## config.mk

```make
export PLATFORM = sky130hd
export DESIGN_NAME = pipe_hazard_ctrl
export DESIGN_NICKNAME = d
export VERILOG_FILES = /design/src/rtl/pipe_hazard_ctrl.sv
export SDC_FILE = /design/constraint.sdc
export NUM_CORES = 1
export LEC_CHECK = 0
export CORE_ASPECT_RATIO = 0.9
export CORE_MARGIN = 3
export CORE_UTILIZATION = 65
export CTS_BUF_LIST = sky130_fd_sc_hd__clkbuf_16
export CTS_CLUSTER_SIZE = 12
export DETAILED_ROUTE_END_ITERATION = 8
export DONT_BUFFER_PORTS = 1
export PLACE_DENSITY = 0.81
export SETUP_SLACK_MARGIN = 0.15
export SKIP_LAST_GASP = 1
export SLEW_MARGIN = 10
export SYNTH_ARGS = -nofsm -noshare
export SYNTH_HDL_FRONTEND = slang
export SYNTH_SLANG_ARGS = --single-unit
```

## constraint.sdc

```tcl
create_clock -name clk -period 5.1 [get_ports clk]
set_input_delay 0.765 -clock clk [delete_from_list [all_inputs] [get_ports clk]]
set_output_delay 0.765 -clock clk [all_outputs]
set_load 0.03 [all_outputs]
```

## src/rtl/pipe_hazard_ctrl.sv

```systemverilog
// Pipeline sequencing controller: load-use stall, taken-branch flush and dmem freeze,
// plus saturating performance counters and a sticky memory-timeout flag.
module pipe_hazard_ctrl #(
  parameter int FREEZE_TIMEOUT = 255,
  parameter int CNT_W          = 16
) (
  input  logic             clk,
  input  logic             reset,
  input  logic [4:0]       id_rs,
  input  logic [4:0]       id_rt,
  input  logic             id_uses_rs,
  input  logic             id_uses_rt,
  input  logic [4:0]       ex_rd,
  input  logic             ex_mem_read,
  input  logic             mem_branch_taken,
  input  logic             dmem_busy,
  output logic             pc_en,
  output logic             pc_sel_branch,
  output logic             if_id_en,
  output logic             if_id_flush,
  output logic             id_ex_en,
  output logic             id_ex_bubble,
  output logic             ex_mem_en,
  output logic             ex_mem_flush,
  output logic             mem_wb_en,
  output logic [CNT_W-1:0] stall_cnt,
  output logic [CNT_W-1:0] flush_cnt,
  output logic [CNT_W-1:0] freeze_cnt,
  output logic             mem_timeout_err,
  output logic [1:0]       state
);

  localparam int TO_W = $clog2(FREEZE_TIMEOUT + 1);

  typedef enum logic [1:0] {
    RUN    = 2'd0,
    STALL  = 2'd1,
    FREEZE = 2'd2
  } state_t;

  state_t            r_state;
  logic [CNT_W-1:0]  r_stall_cnt;
  logic [CNT_W-1:0]  r_flush_cnt;
  logic [CNT_W-1:0]  r_freeze_cnt;
  logic [TO_W-1:0]   r_to_cnt;
  logic              r_timeout_err;

  logic w_hazard;
  logic w_do_freeze;
  logic w_do_flush;
  logic w_do_stall;
  logic w_to_hit;

  // A load whose destination is r0 never creates a real dependency.
  assign w_hazard    = ex_mem_read && (ex_rd != 5'd0) &&
                       ((id_uses_rs && (id_rs == ex_rd)) || (id_uses_rt && (id_rt == ex_rd)));
  assign w_do_freeze = dmem_busy;
  assign w_do_flush  = !dmem_busy && mem_branch_taken;
  assign w_do_stall  = !dmem_busy && !mem_branch_taken && (r_state != STALL) && w_hazard;
  assign w_to_hit    = dmem_busy && (r_to_cnt >= TO_W'(FREEZE_TIMEOUT - 1));

  always_comb begin
    pc_en         = 1'b1;
    pc_sel_branch = 1'b0;
    if_id_en      = 1'b1;
    if_id_flush   = 1'b0;
    id_ex_en      = 1'b1;
    id_ex_bubble  = 1'b0;
    ex_mem_en     = 1'b1;
    ex_mem_flush  = 1'b0;
    mem_wb_en     = 1'b1;
    if (reset) begin
      pc_en        = 1'b0;
      if_id_en     = 1'b0;
      id_ex_en     = 1'b0;
      ex_mem_en    = 1'b0;
      mem_wb_en    = 1'b0;
      if_id_flush  = 1'b1;
      id_ex_bubble = 1'b1;
      ex_mem_flush = 1'b1;
    end else if (w_do_freeze) begin
      pc_en     = 1'b0;
      if_id_en  = 1'b0;
      id_ex_en  = 1'b0;
      ex_mem_en = 1'b0;
      mem_wb_en = 1'b0;
    end else if (w_do_flush) begin
      pc_sel_branch = 1'b1;
      if_id_flush   = 1'b1;
      id_ex_bubble  = 1'b1;
      ex_mem_flush  = 1'b1;
    end else if (w_do_stall) begin
      pc_en        = 1'b0;
      if_id_en     = 1'b0;
      id_ex_bubble = 1'b1;
    end else begin
      pc_en = 1'b1;
    end
  end

  always_ff @(posedge clk or posedge reset) begin
    if (reset) begin
      r_state <= RUN;
    end else if (w_do_freeze) begin
      r_state <= FREEZE;
    end else if (w_do_stall) begin
      r_state <= STALL;
    end else begin
      r_state <= RUN;
    end
  end

  // Counters hold at all-ones instead of wrapping.
  always_ff @(posedge clk or posedge reset) begin
    if (reset) begin
      r_stall_cnt  <= '0;
      r_flush_cnt  <= '0;
      r_freeze_cnt <= '0;
    end else begin
      if (w_do_stall && !(&r_stall_cnt))
        r_stall_cnt <= r_stall_cnt + CNT_W'(1);
      if (w_do_flush && !(&r_flush_cnt))
        r_flush_cnt <= r_flush_cnt + CNT_W'(1);
      if (w_do_freeze && !(&r_freeze_cnt))
        r_freeze_cnt <= r_freeze_cnt + CNT_W'(1);
    end
  end

  always_ff @(posedge clk or posedge reset) begin
    if (reset) begin
      r_to_cnt      <= '0;
      r_timeout_err <= 1'b0;
    end else begin
      if (!dmem_busy)
        r_to_cnt <= '0;
      else if (r_to_cnt != TO_W'(FREEZE_TIMEOUT))
        r_to_cnt <= r_to_cnt + TO_W'(1);
      if (w_to_hit)
        r_timeout_err <= 1'b1;
    end
  end

  assign stall_cnt       = r_stall_cnt;
  assign flush_cnt       = r_flush_cnt;
  assign freeze_cnt      = r_freeze_cnt;
  assign mem_timeout_err = r_timeout_err;
  assign state           = r_state;

endmodule

```

==> metrics.log, run 1 <==
[metrics] Vias per Instance: around 6.2
[metrics] setup violators final: 0
[metrics] number of DRC markers after the initial detailed-route iteration: 113
[metrics] number of top-level pins: between 80 and 90
[metrics] Net Count, Synth: roughly 310
[metrics] GR Overflow Total: 0
[metrics] dominant delay contributor by cell family on the critical path: simple AND/OR/NAND/NOR gates
[metrics] final non-filler cell total: 345
[metrics] cell types occupying the most area after synthesis: dfrtp_1, xnor2_1, xor2_1
[metrics] final hold violation count: 0
[metrics] Maximum Capacitance Violations: 0
[metrics] clock root buffer: clkbuf_16
[metrics] post-synthesis cell count: roughly 280
[metrics] core area: 4270 um^2
[metrics] fill count: 290
[metrics] share of the synthesized area in the top cell type: 0.491
[metrics] dpl cell area: between 3000 and 4000 um^2
[metrics] area taken by multi-input logic gates: roughly 1500 um^2
[metrics] Layout Cell Area excl Fill: roughly 3300 um^2
[metrics] number of placement rows: 22
[metrics] Synth Flop Type: dfrtp_1
[metrics] Final Cycle Share: 0.716
[metrics] maximum clock path buffer count: 2
[metrics] final core utilization: 0.768
[metrics] Post-Route Hold Slack: around 480 ps
[metrics] maximum achievable frequency: about 270 MHz
[metrics] sum of met2 wire segment lengths after detailed routing: 2.97 mm
[metrics] part of the Yosys area used for sequential elements: 0.491
[metrics] TritonCTS Sinks: between 50 and 60
[metrics] Layout Nets: 308
[metrics] met3 wire length: around 560 um
[metrics] number of warnings issued by yosys: 0
[metrics] post-synthesis cell type with the largest combined area: dfrtp_1
[metrics] Initial DRT Pass Iterations: 4
[metrics] drt wl/cell: around 18 um
[metrics] critical path depth in cells: 5
[metrics] fraction of registers with async set or reset after synthesis: 1.00
[metrics] worst path cell trace: xor2_1 -> nor4_2 -> a32oi_2 -> nor2_1 -> nor3_2
[metrics] number of CTS-inserted buffers: 9
[metrics] IR drop worst, VDD: 0.398 mV
[metrics] weighted congestion reported at the end of routability-driven placement: approximately 0.8
[metrics] Area growth syn-to-layout: 9.08%
[metrics] maximum number of pins on one net before global-route repair: 60
[metrics] Syn Area/Cell: roughly 11 um^2
[metrics] Final Slew Violations: 0
[metrics] Leakage Power: roughly 1.5 nW
[metrics] Top Layer Used: met4
[metrics] area used by sequential logic in the layout: 1480 um^2
[metrics] initial antenna violation count: 0
[metrics] residual DRC count: 0
[metrics] residual antenna-violating net count after detailed routing: 0
[metrics] Total GRT Usage: 0.249
[metrics] setup repair after global routing missed its margin: no
[metrics] proportion of layout cells with a drive suffix above 1: 0.112
[metrics] M1 WL: approximately 2.6 mm
[metrics] number of buffers and inverters on the critical path: 0
[metrics] worst-margin pin slew: 991 ps
[metrics] critical path arrival: between 2000 and 3000 ps
[metrics] outcome: finished clean
[metrics] post-synthesis instance area: 3010 um^2
[metrics] via total after detailed routing: about 2,100
[metrics] TritonCTS clock tree: done
[metrics] clock period minus final worst setup slack: 3650 ps
[metrics] first-pass GRT wire length: around 11 mm
[metrics] final HPWL from detailed placement: approximately 4.4 mm
[metrics] post-CTS setup buffer count: 0
[metrics] total negative slack: 0 ps
[metrics] count of inserted antenna diode cells: 0
[metrics] relative slew slack: 0.336
[metrics] required time of the critical path: between 4000 and 5000 ps
[metrics] delay of the slowest critical-path stage: just over 800 ps
[metrics] Layout Skew: around 5.0 ps
[metrics] total placed cells including tap cells: 330
[metrics] number of flops mapped to enable cells by yosys: 0
[metrics] Yosys reg bits: 59
[metrics] maximum fanout along the worst path: 16
[metrics] via count of the first global-routing pass: about 2,200
[metrics] area of the die: 5480 um^2
[metrics] Total Wirelength: roughly 6.2 mm
[metrics] clock insertion delay at the later pin of the skew report: around 320 ps
[metrics] clock transition time at the flip-flop clock pins of the worst setup and hold paths: 50 ps
[metrics] number of different library cells in the post-synthesis netlist: between 40 and 50
[metrics] number of input and output port buffers inserted: 0
[metrics] power density over the cells: between 400 and 500 nW/um^2
[metrics] Worst Reg-to-Reg Cells: 5
[metrics] Starting Density: 0.704
[metrics] type of element capturing the critical path: primary output
[metrics] H-tree levels: 3
[metrics] Horiz. Die Dim: between 70 and 80 um
[metrics] Critical Path Source Type: primary input
[metrics] type of the worst min-delay path: primary input to flip-flop
[metrics] number of gates resized after cts: 0
[metrics] Die Height: ~71 um
[metrics] hold buffers post-CTS: 0
[metrics] hold-critical path depth: 0
[metrics] Slowest cell on crit path: nor3_2
[metrics] startpoint-to-endpoint class of the critical path: primary input to primary output
==> cell families (layout without fill, tap and decap cells) <==
family,Yosys count,after routing,share of synthesized area
AOI/OAI and AO/OA,26,26,0.0637
xor gates and xnor gates,52,52,0.152
adders and majority gates,5,5,0.0208
buffers and inverters,14,21,0.0287
DFF,59,59,0.491
muxes,4,4,0.0162
and+or+nand+nor,118,118,0.228
==> cells in the final DEF (no fill, tap or decap), types with 3 or more instances in the layout <==
master / instances
inv_1: 5
nor2_1: 13
or3_1: 5
nand2_1: 22
xnor2_1: 26
nor4_4: 3
nor4_1: 4
a41oi_1: 3
clkbuf_16: 9
nor3b_1: 3
nand3_1: 19
and2_1: 5
a21oi_1: 6
mux2_2: 3
nand4_1: 14
xor2_1: 26
ha_1: 5
o21ai_0: 3
clkinv_1: 3
nor3_1: 8
dfrtp_1: 59
and3_1: 7
a31oi_1: 6
==> per-stage QoR <==
step                power (W)  setup slack (ps)
global route          0.00141              1320
finish                0.00135              1450
global placement     0.000845              1530
CTS                   0.00136              1450
floorplan            0.000814              1190
detailed placement   0.000856              1450
==> metal layers <==
layer,GRT usage,vias to the layer above
met3,0.115,8
li1,-,992
met2,0.378,86
met1,0.311,1048
met5,0,-
met4,0.0949,0
==> final cells by class <==
cell class,count,area share
Sequential cell,59,0.450
Clock inverter,6,0.00763
Tap cell,60,0.0229
Clock buffer,9,0.0687
Timing Repair Buffer,1,0.00229
Multi-Input combinational cell,205,0.442
Inverter,5,0.00573
==> sequential cells by signal (all words and copies together) (netlist names) <==
register and count:
flush_cnt 16, freeze_cnt 16, stall_cnt 16, r_to_cnt 8
state 2, mem_timeout_err 1
==> worst register-to-register path: stages (launching register included) <==
cell	delay, ps
dfrtp_1	630
nand4_1	280
nor4_1	500
a31oi_1	330
nand4_1	220
xnor2_1	140
==> final timing paths <==
path | slack [ps] | to | startpoint
worst max-delay path | 1450 | if_id_en | ex_rd[4]
worst min-delay path | 480 | state[1] | dmem_busy
worst max register to register | 2910 | flush_cnt[7] | flush_cnt[4]
worst min register to register | 510 | r_to_cnt[2] | r_to_cnt[2]
max in group asynchronous | 4080 | stall_cnt[9] | reset
min in group asynchronous | 550 | r_to_cnt[6] | reset
==> synthesized netlist by cell type, drive strengths merged, types with 2 or more instances <==
master,count
a21oi,6
a31oi,6
a41oi,3
and2,5
and3,9
buf,7
clkbuf,2
dfrtp,59
ha,5
inv,5
mux2,4
nand2,22
nand2b,2
nand3,19
nand4,14
nor2,14
nor3,9
nor3b,4
nor4,8
o21ai,3
or2,2
or3,5
xnor2,26
xor2,26
==> power breakdown <==
part           internal (W)  switching, W
sequential         0.000521      0.000189
combinational     0.0000646     0.0000754
clock              0.000315      0.000187
total              0.000901      0.000451
Note: power is estimated with default switching activity, not from simulation.
==> run 2: changes to the inputs <==
Settings changed: CORE_UTILIZATION 65 to 63, PLACE_DENSITY 0.81 to 0.79.
Clock period 5.1 ns to 3.5 ns, I/O delays scaled along.
==> run 2 against run 1 <==
  * Non-clock buffer count grew 3
  * Sequential share of layout area shrank 0.41 points
  * Die area grew 2.9%
  * Critical endpoint unchanged
  * Final cell count grew 1.4%
  * Utilization shrank 3.6 points
  * Via count grew 2.7%
  * Design area grew 0.92%
  * Hold slack lost 240 ps
  * Clock power grew 47%
  * Sequential power grew 45%
  * Critical path type unchanged
==> metrics.log, run 2 (synthesized netlist as in run 1, its figures left out) <==
[metrics] most common library cell in the layout ignoring fill and taps: dfrtp_1
[metrics] required time of the critical path: 2970 ps (-1370 ps)
[metrics] outcome: finished clean
[metrics] Initial DRT Pass Iterations: 4 (unchanged)
[metrics] Leakage Power: 1.52 nW (+1.1%)
[metrics] clock root buffer: clkbuf_16
[metrics] final HPWL from detailed placement: 4.41 mm (+1.1%)
[metrics] setup repair after global routing missed its margin: no
[metrics] Layout Skew: 5.21 ps (+0.184 ps)
[metrics] number of placement rows: 23 (+4.5%)
[metrics] Final Cycle Share: 0.773
[metrics] Total GRT Usage: 0.240 (-0.00876)
[metrics] dominant delay contributor by cell family on the critical path: compound AO/OA/AOI/OAI gates
[metrics] Layout Nets: 311 (+0.97%)
[metrics] Maximum Capacitance Violations: 0 (unchanged)
[metrics] via count of the first global-routing pass: 2,112 (-2.5%)
[metrics] relative slew slack: 0.381 (+0.0451)
[metrics] residual antenna-violating net count after detailed routing: 0 (unchanged)
[metrics] delay of the slowest critical-path stage: 770 ps (-40 ps)
[metrics] TritonCTS Sinks: 59 (unchanged)
[metrics] leading cell types in the layout, fill and taps excluded: dfrtp_1, xor2_1, xnor2_1
[metrics] Slowest cell on crit path: a32oi_2
[metrics] Final Slew Violations: 0 (unchanged)
[metrics] Horiz. Die Dim: 78.8 um (+1.5%)
[metrics] power density over the cells: 599 nW/um^2 (+45%)
[metrics] initial antenna violation count: 0 (unchanged)
[metrics] Starting Density: 0.665 (-0.0392)
[metrics] setup violators final: 0 (unchanged)
[metrics] final core utilization: 0.732 (-0.0361)
[metrics] final hold violation count: 0 (unchanged)
[metrics] critical path arrival: 2180 ps (-700 ps)
[metrics] number of buffers and inverters on the critical path: 1 (+1)
[metrics] Critical Path Source Type: primary input
[metrics] number of CTS-inserted buffers: 9 (unchanged)
[metrics] area of the die: 5640 um^2 (+2.9%)
[metrics] GR Overflow Total: 0 (unchanged)
[metrics] residual DRC count: 0 (unchanged)
[metrics] post-CTS setup buffer count: 0 (unchanged)
[metrics] maximum clock path buffer count: 2 (unchanged)
[metrics] H-tree levels: 3 (unchanged)
[metrics] maximum number of pins on one net before global-route repair: 60 (unchanged)
[metrics] worst-margin pin slew: 929 ps (-62.3 ps)
[metrics] worst path cell trace: xor2_1 -> nor4_2 -> a32oi_2 -> nor2_1 -> nor3_2 -> buf_4
[metrics] drt wl/cell: 18.1 um (+0.66%)
[metrics] count of inserted antenna diode cells: 0 (unchanged)
[metrics] number of DRC markers after the initial detailed-route iteration: 185 (+64%)
[metrics] total negative slack: 0 ps (unchanged)
[metrics] startpoint-to-endpoint class of the critical path: primary input to primary output
[metrics] Area growth syn-to-layout: 10.1%
[metrics] type of the worst min-delay path: primary input to flip-flop
[metrics] maximum fanout along the worst path: 16 (unchanged)
[metrics] core area: 4520 um^2 (+5.9%)
[metrics] number of gates resized after cts: 0 (unchanged)
[metrics] clock insertion delay at the later pin of the skew report: 320 ps (about the same)
[metrics] clock transition time at the flip-flop clock pins of the worst setup and hold paths: 50 ps (about the same)
[metrics] Die Height: 71.5 um (+1.4%)
[metrics] hold buffers post-CTS: 0 (unchanged)
[metrics] fill count: 333 (+15%)
[metrics] number of top-level pins: 82 (unchanged)
[metrics] first-pass GRT wire length: 10.4 mm (-2.7%)
[metrics] via total after detailed routing: 2,191 (+2.7%)
[metrics] IR drop worst, VDD: 0.457 mV (+15%)
[metrics] TritonCTS clock tree: done
[metrics] number of input and output port buffers inserted: 0 (unchanged)
[metrics] maximum achievable frequency: approximately 370 MHz
[metrics] proportion of layout cells with a drive suffix above 1: 0.125 (+0.0127)
[metrics] type of element capturing the critical path: primary output
[metrics] Total Wirelength: 6.35 mm (+2.1%)
[metrics] clock period minus final worst setup slack: between 2000 and 3000 ps
[metrics] Vias per Instance: 6.26 (+1.2%)
[metrics] weighted congestion reported at the end of routability-driven placement: 0.800 (+0.91%)
==> run 2: cell count changes in the layout (fill, tap and decap cells not counted) <==
cell / delta
clkinv_2: +1
inv_1: +1
clkinv_1: -2
buf_4: +3
inv_2: -1
clkinvlp_4: +1
==> run 2: routing by layer <==
metal / track usage / wire length (um)
met3: 0.107 / 692
met2: 0.365 / 2990
met4: 0.0951 / 144
met5: 0 / 0
met1: 0.303 / 2520
==> run 2: worst register-to-register path: stages (launching register included) <==
cell and delay (ps):
dfrtp_1 620, nand4_1 260, nor4_1 540, a31oi_1 350
nand4_1 230, xnor2_1 130
==> run 2: metrics by stage <==
stage / instance area, um^2 / setup WS [ps] / total power, W / hold slack [ps] / instances
2_1_floorplan: 3010 / 595 / 0.00119 / 471 / 278
3_3_place_gp: 3060 / 801 / 0.00124 / 497 / 335
3_5_place_dp: 3060 / 783 / 0.00125 / 515 / 335
4_1_cts: 3310 / 781 / 0.00199 / 224 / 350
5_1_grt: 3310 / 705 / 0.00207 / 220 / 350
6_report: 3310 / 793 / 0.00198 / 236 / 350
==> run 2: path summary, 6_finish.rpt <==
path                         startpoint              to  slack (ps)  cells past startpoint
max                            ex_rd[2]        if_id_en         790                      6
min                           dmem_busy        state[1]         240                      0
max reg2reg                flush_cnt[4]    flush_cnt[7]        1290                      5
min reg2reg                 r_to_cnt[2]     r_to_cnt[2]         520                      1
max in group asynchronous         reset  freeze_cnt[10]        2700                      2
min in group asynchronous         reset   freeze_cnt[3]         330                      2
==> run 2: area by class of cell <==
cell class,count,area (um^2),area share
clock buffers,9,225,0.0681
clock inverters,6,26.3,0.00794
inverters,5,22.5,0.00681
multi-input cells,205,1450,0.438
flip-flops and latches,59,1480,0.446
well taps,62,77.6,0.0234
repair buffers,4,30.0,0.00908
==> run 2: report_power, final <==
part | total [W] | internal, W | switching (W)
Combinational | 0.000208 | 0.0000971 | 0.000111
Clock | 0.000739 | 0.000461 | 0.000278
Sequential | 0.00103 | 0.000759 | 0.000275
Total | 0.00198 | 0.00132 | 0.000664
==> run 3: changes to the inputs <==
Clock period 3.5 ns to 2.5 ns, I/O delays scaled along.
==> run 3 against run 2 <==
  * Critical path depth decreased by 1
  * Clock skew about the same
  * Sequential share of layout area decreased by 1.2 points
  * Sequential cell count unchanged
  * Final cell count increased by 2.0%
  * Combinational power increased by 78%
  * Clock-buffer cell count unchanged
  * Die area unchanged
  * Global-route usage about the same
  * Register-to-register slack got worse by 970 ps
  * Hold slack got worse by 150 ps
  * Non-clock buffer count increased by 6
  * Critical path type is now flip-flop to primary output
  * Highest routed layer unchanged
==> metrics.log, run 3 (synthesized netlist as in run 1, its figures left out) <==
[metrics] outcome: finished clean
[metrics] number of top-level pins: 82 (unchanged)
[metrics] critical path arrival: 1880 ps (-300 ps)
[metrics] Horiz. Die Dim: 78.8 um (unchanged)
[metrics] Total Wirelength: 6.33 mm (-0.41%)
[metrics] Final Slew Violations: 0 (unchanged)
[metrics] final non-filler cell total: 357 (+2.0%)
[metrics] maximum number of pins on one net before global-route repair: 60 (unchanged)
[metrics] worst-margin pin slew: 729 ps (-200 ps)
[metrics] area of the die: 5640 um^2 (unchanged)
[metrics] Worst Reg-to-Reg Cells: 5 (unchanged)
[metrics] required time of the critical path: 2120 ps (-850 ps)
[metrics] TritonCTS clock tree: done
[metrics] Layout Nets: 317 (+1.9%)
[metrics] startpoint-to-endpoint class of the critical path: flip-flop to primary output
[metrics] worst-case hold path end point: state[1]
[metrics] relative slew slack: 0.510 (+0.129)
[metrics] core area: 4520 um^2 (unchanged)
[metrics] Layout Cell Area excl Fill: 3400 um^2 (+2.8%)
[metrics] setup repair after global routing missed its margin: no
[metrics] FF-to-FF Start: stall_cnt[1]
[metrics] Area growth syn-to-layout: 13.2%
[metrics] worst-case register-to-register setup slack: 320 ps (-970 ps)
[metrics] final core utilization: 0.753 (+0.0208)
[metrics] weighted congestion reported at the end of routability-driven placement: 0.760 (-5.0%)
[metrics] leading cell types in the layout, fill and taps excluded: dfrtp_1, xor2_1, xnor2_1
[metrics] slack of the critical path: 247 ps (-546 ps)
[metrics] Critical Path Source Type: flip-flop
[metrics] clock root buffer: clkbuf_16
[metrics] dominant delay contributor by cell family on the critical path: simple AND/OR/NAND/NOR gates
[metrics] Die Height: 71.5 um (unchanged)
[metrics] maximum fanout along the worst path: 3 (-13)
[metrics] residual DRC count: 0 (unchanged)
[metrics] power density over the cells: 858 nW/um^2 (+43%)
[metrics] most common library cell in the layout ignoring fill and taps: dfrtp_1
[metrics] final hold violation count: 0 (unchanged)
[metrics] TritonCTS Sinks: 59 (unchanged)
[metrics] residual antenna-violating net count after detailed routing: 0 (unchanged)
[metrics] Slowest cell on crit path: dfrtp_1
[metrics] type of element capturing the critical path: primary output
[metrics] worst reg2reg endpoint: stall_cnt[1]
[metrics] Layout Skew: 5.45 ps (+0.243 ps)
[metrics] H-tree levels: 3 (unchanged)
[metrics] clock transition time at the flip-flop clock pins of the worst setup and hold paths: 50 ps (about the same)
[metrics] number of placement rows: 23 (unchanged)
[metrics] first-pass GRT wire length: 10.3 mm (-0.87%)
[metrics] clock insertion delay at the later pin of the skew report: 320 ps (about the same)
[metrics] worst path cell trace: or2b_2 -> o211ai_2 -> nor2_1 -> nor3_2 -> buf_12
[metrics] Vias per Instance: 6.02 (-3.9%)
[metrics] number of buffers and inverters on the critical path: 1 (unchanged)
[metrics] Maximum Capacitance Violations: 0 (unchanged)
[metrics] initial antenna violation count: 0 (unchanged)
[metrics] met1 layer usage reported by global route: 0.291 (-0.0121)
[metrics] hold-critical path depth: 0 (unchanged)
[metrics] global routing's busiest layer: met2
[metrics] Leakage Power: 1.56 nW (+2.9%)
[metrics] area taken by multi-input logic gates: 1450 um^2 (+0.17%)
[metrics] setup violators final: 0 (unchanged)
[metrics] fill count: 292 (-12%)
[metrics] maximum clock path buffer count: 2 (unchanged)
[metrics] type of the worst min-delay path: primary input to flip-flop
[metrics] met2 global-route usage: 0.384 (+0.0189)
[metrics] number of DRC markers after the initial detailed-route iteration: 140 (-24%)
[metrics] number of input and output port buffers inserted: 0 (unchanged)
[metrics] number of gates resized after cts: 0 (unchanged)
[metrics] post-CTS setup buffer count: 0 (unchanged)
[metrics] total negative slack: 0 ps (unchanged)
[metrics] total placed cells including tap cells: 341 (+1.8%)
[metrics] clock period minus final worst setup slack: 2250 ps
[metrics] proportion of layout cells with a drive suffix above 1: 0.153 (+0.0275)
[metrics] met3 track utilization from global routing: 0.112 (+0.00503)
[metrics] drt wl/cell: 17.7 um (-2.4%)
[metrics] count of inserted antenna diode cells: 0 (unchanged)
[metrics] Starting Density: 0.665 (unchanged)
[metrics] via count of the first global-routing pass: 2,087 (-1.2%)
[metrics] maximum achievable frequency: approximately 440 MHz
[metrics] IR drop worst, VDD: 0.882 mV (+93%)
[metrics] Final Cycle Share: 0.901
[metrics] hold path startpoint: dmem_busy
[metrics] area used by sequential logic in the layout: 1480 um^2 (unchanged)
[metrics] Initial DRT Pass Iterations: 5 (+1)
[metrics] via total after detailed routing: 2,148 (-2.0%)
[metrics] final HPWL from detailed placement: 4.40 mm (-0.17%)
[metrics] dpl cell area: 3120 um^2 (+2.0%)
[metrics] number of CTS-inserted buffers: 9 (unchanged)
[metrics] Total GRT Usage: 0.240 (+0.000403)
[metrics] delay of the slowest critical-path stage: 510 ps (-260 ps)
[metrics] GR Overflow Total: 0 (unchanged)
[metrics] pre-CTS worst setup slack: 319 ps (-465 ps)
[metrics] hold buffers post-CTS: 0 (unchanged)
## run 3: cell count changes in the layout (fill, tap and decap cells not counted), sizes merged
cell | before | now
bufinv | 0 | 1
inv | 6 | 5
buf | 4 | 10
clkinvlp | 1 | 2
## run 3: worst max-delay path by stage
stage	to	startpoint	slack, ps	cells after the start
finish	if_id_en	state[0]	250	5
global route	if_id_en	state[0]	190	5
CTS	if_id_en	state[0]	250	5
detailed placement	stall_cnt[1]	stall_cnt[1]	320	5
global placement	if_id_en	ex_rd[1]	360	5
floorplan	id_ex_bubble	reset	200	3
## run 3: metrics by stage
step	hold WS, ps	total power, W
finish	86.5	0.00292
global route	74.6	0.00304
CTS	80.3	0.00294
detailed placement	410	0.00177
global placement	410	0.00176
floorplan	406	0.00166
## run 3: metal layers
layer  vias up  part of all wire
li1       1019                 -
met2        90              0.49
met5         -                 0
met4         0             0.011
met1      1031              0.41
met3         8             0.094
## run 3: layout make-up
class | instances | share of cell area
well taps | 62 | 0.0228
clock buffers | 9 | 0.0662
inverters | 5 | 0.00662
multi-input cells | 205 | 0.427
clock inverters | 7 | 0.0177
repair buffers | 10 | 0.0257
flip-flops and latches | 59 | 0.434
## run 3: power breakdown
part           switching [W]  total [W]  internal (W)  leakage, nW
clock               0.000402    0.00116      0.000756        0.144
sequential          0.000328    0.00139       0.00106        0.788
combinational       0.000212   0.000370      0.000159        0.628
total               0.000942    0.00292       0.00198         1.56
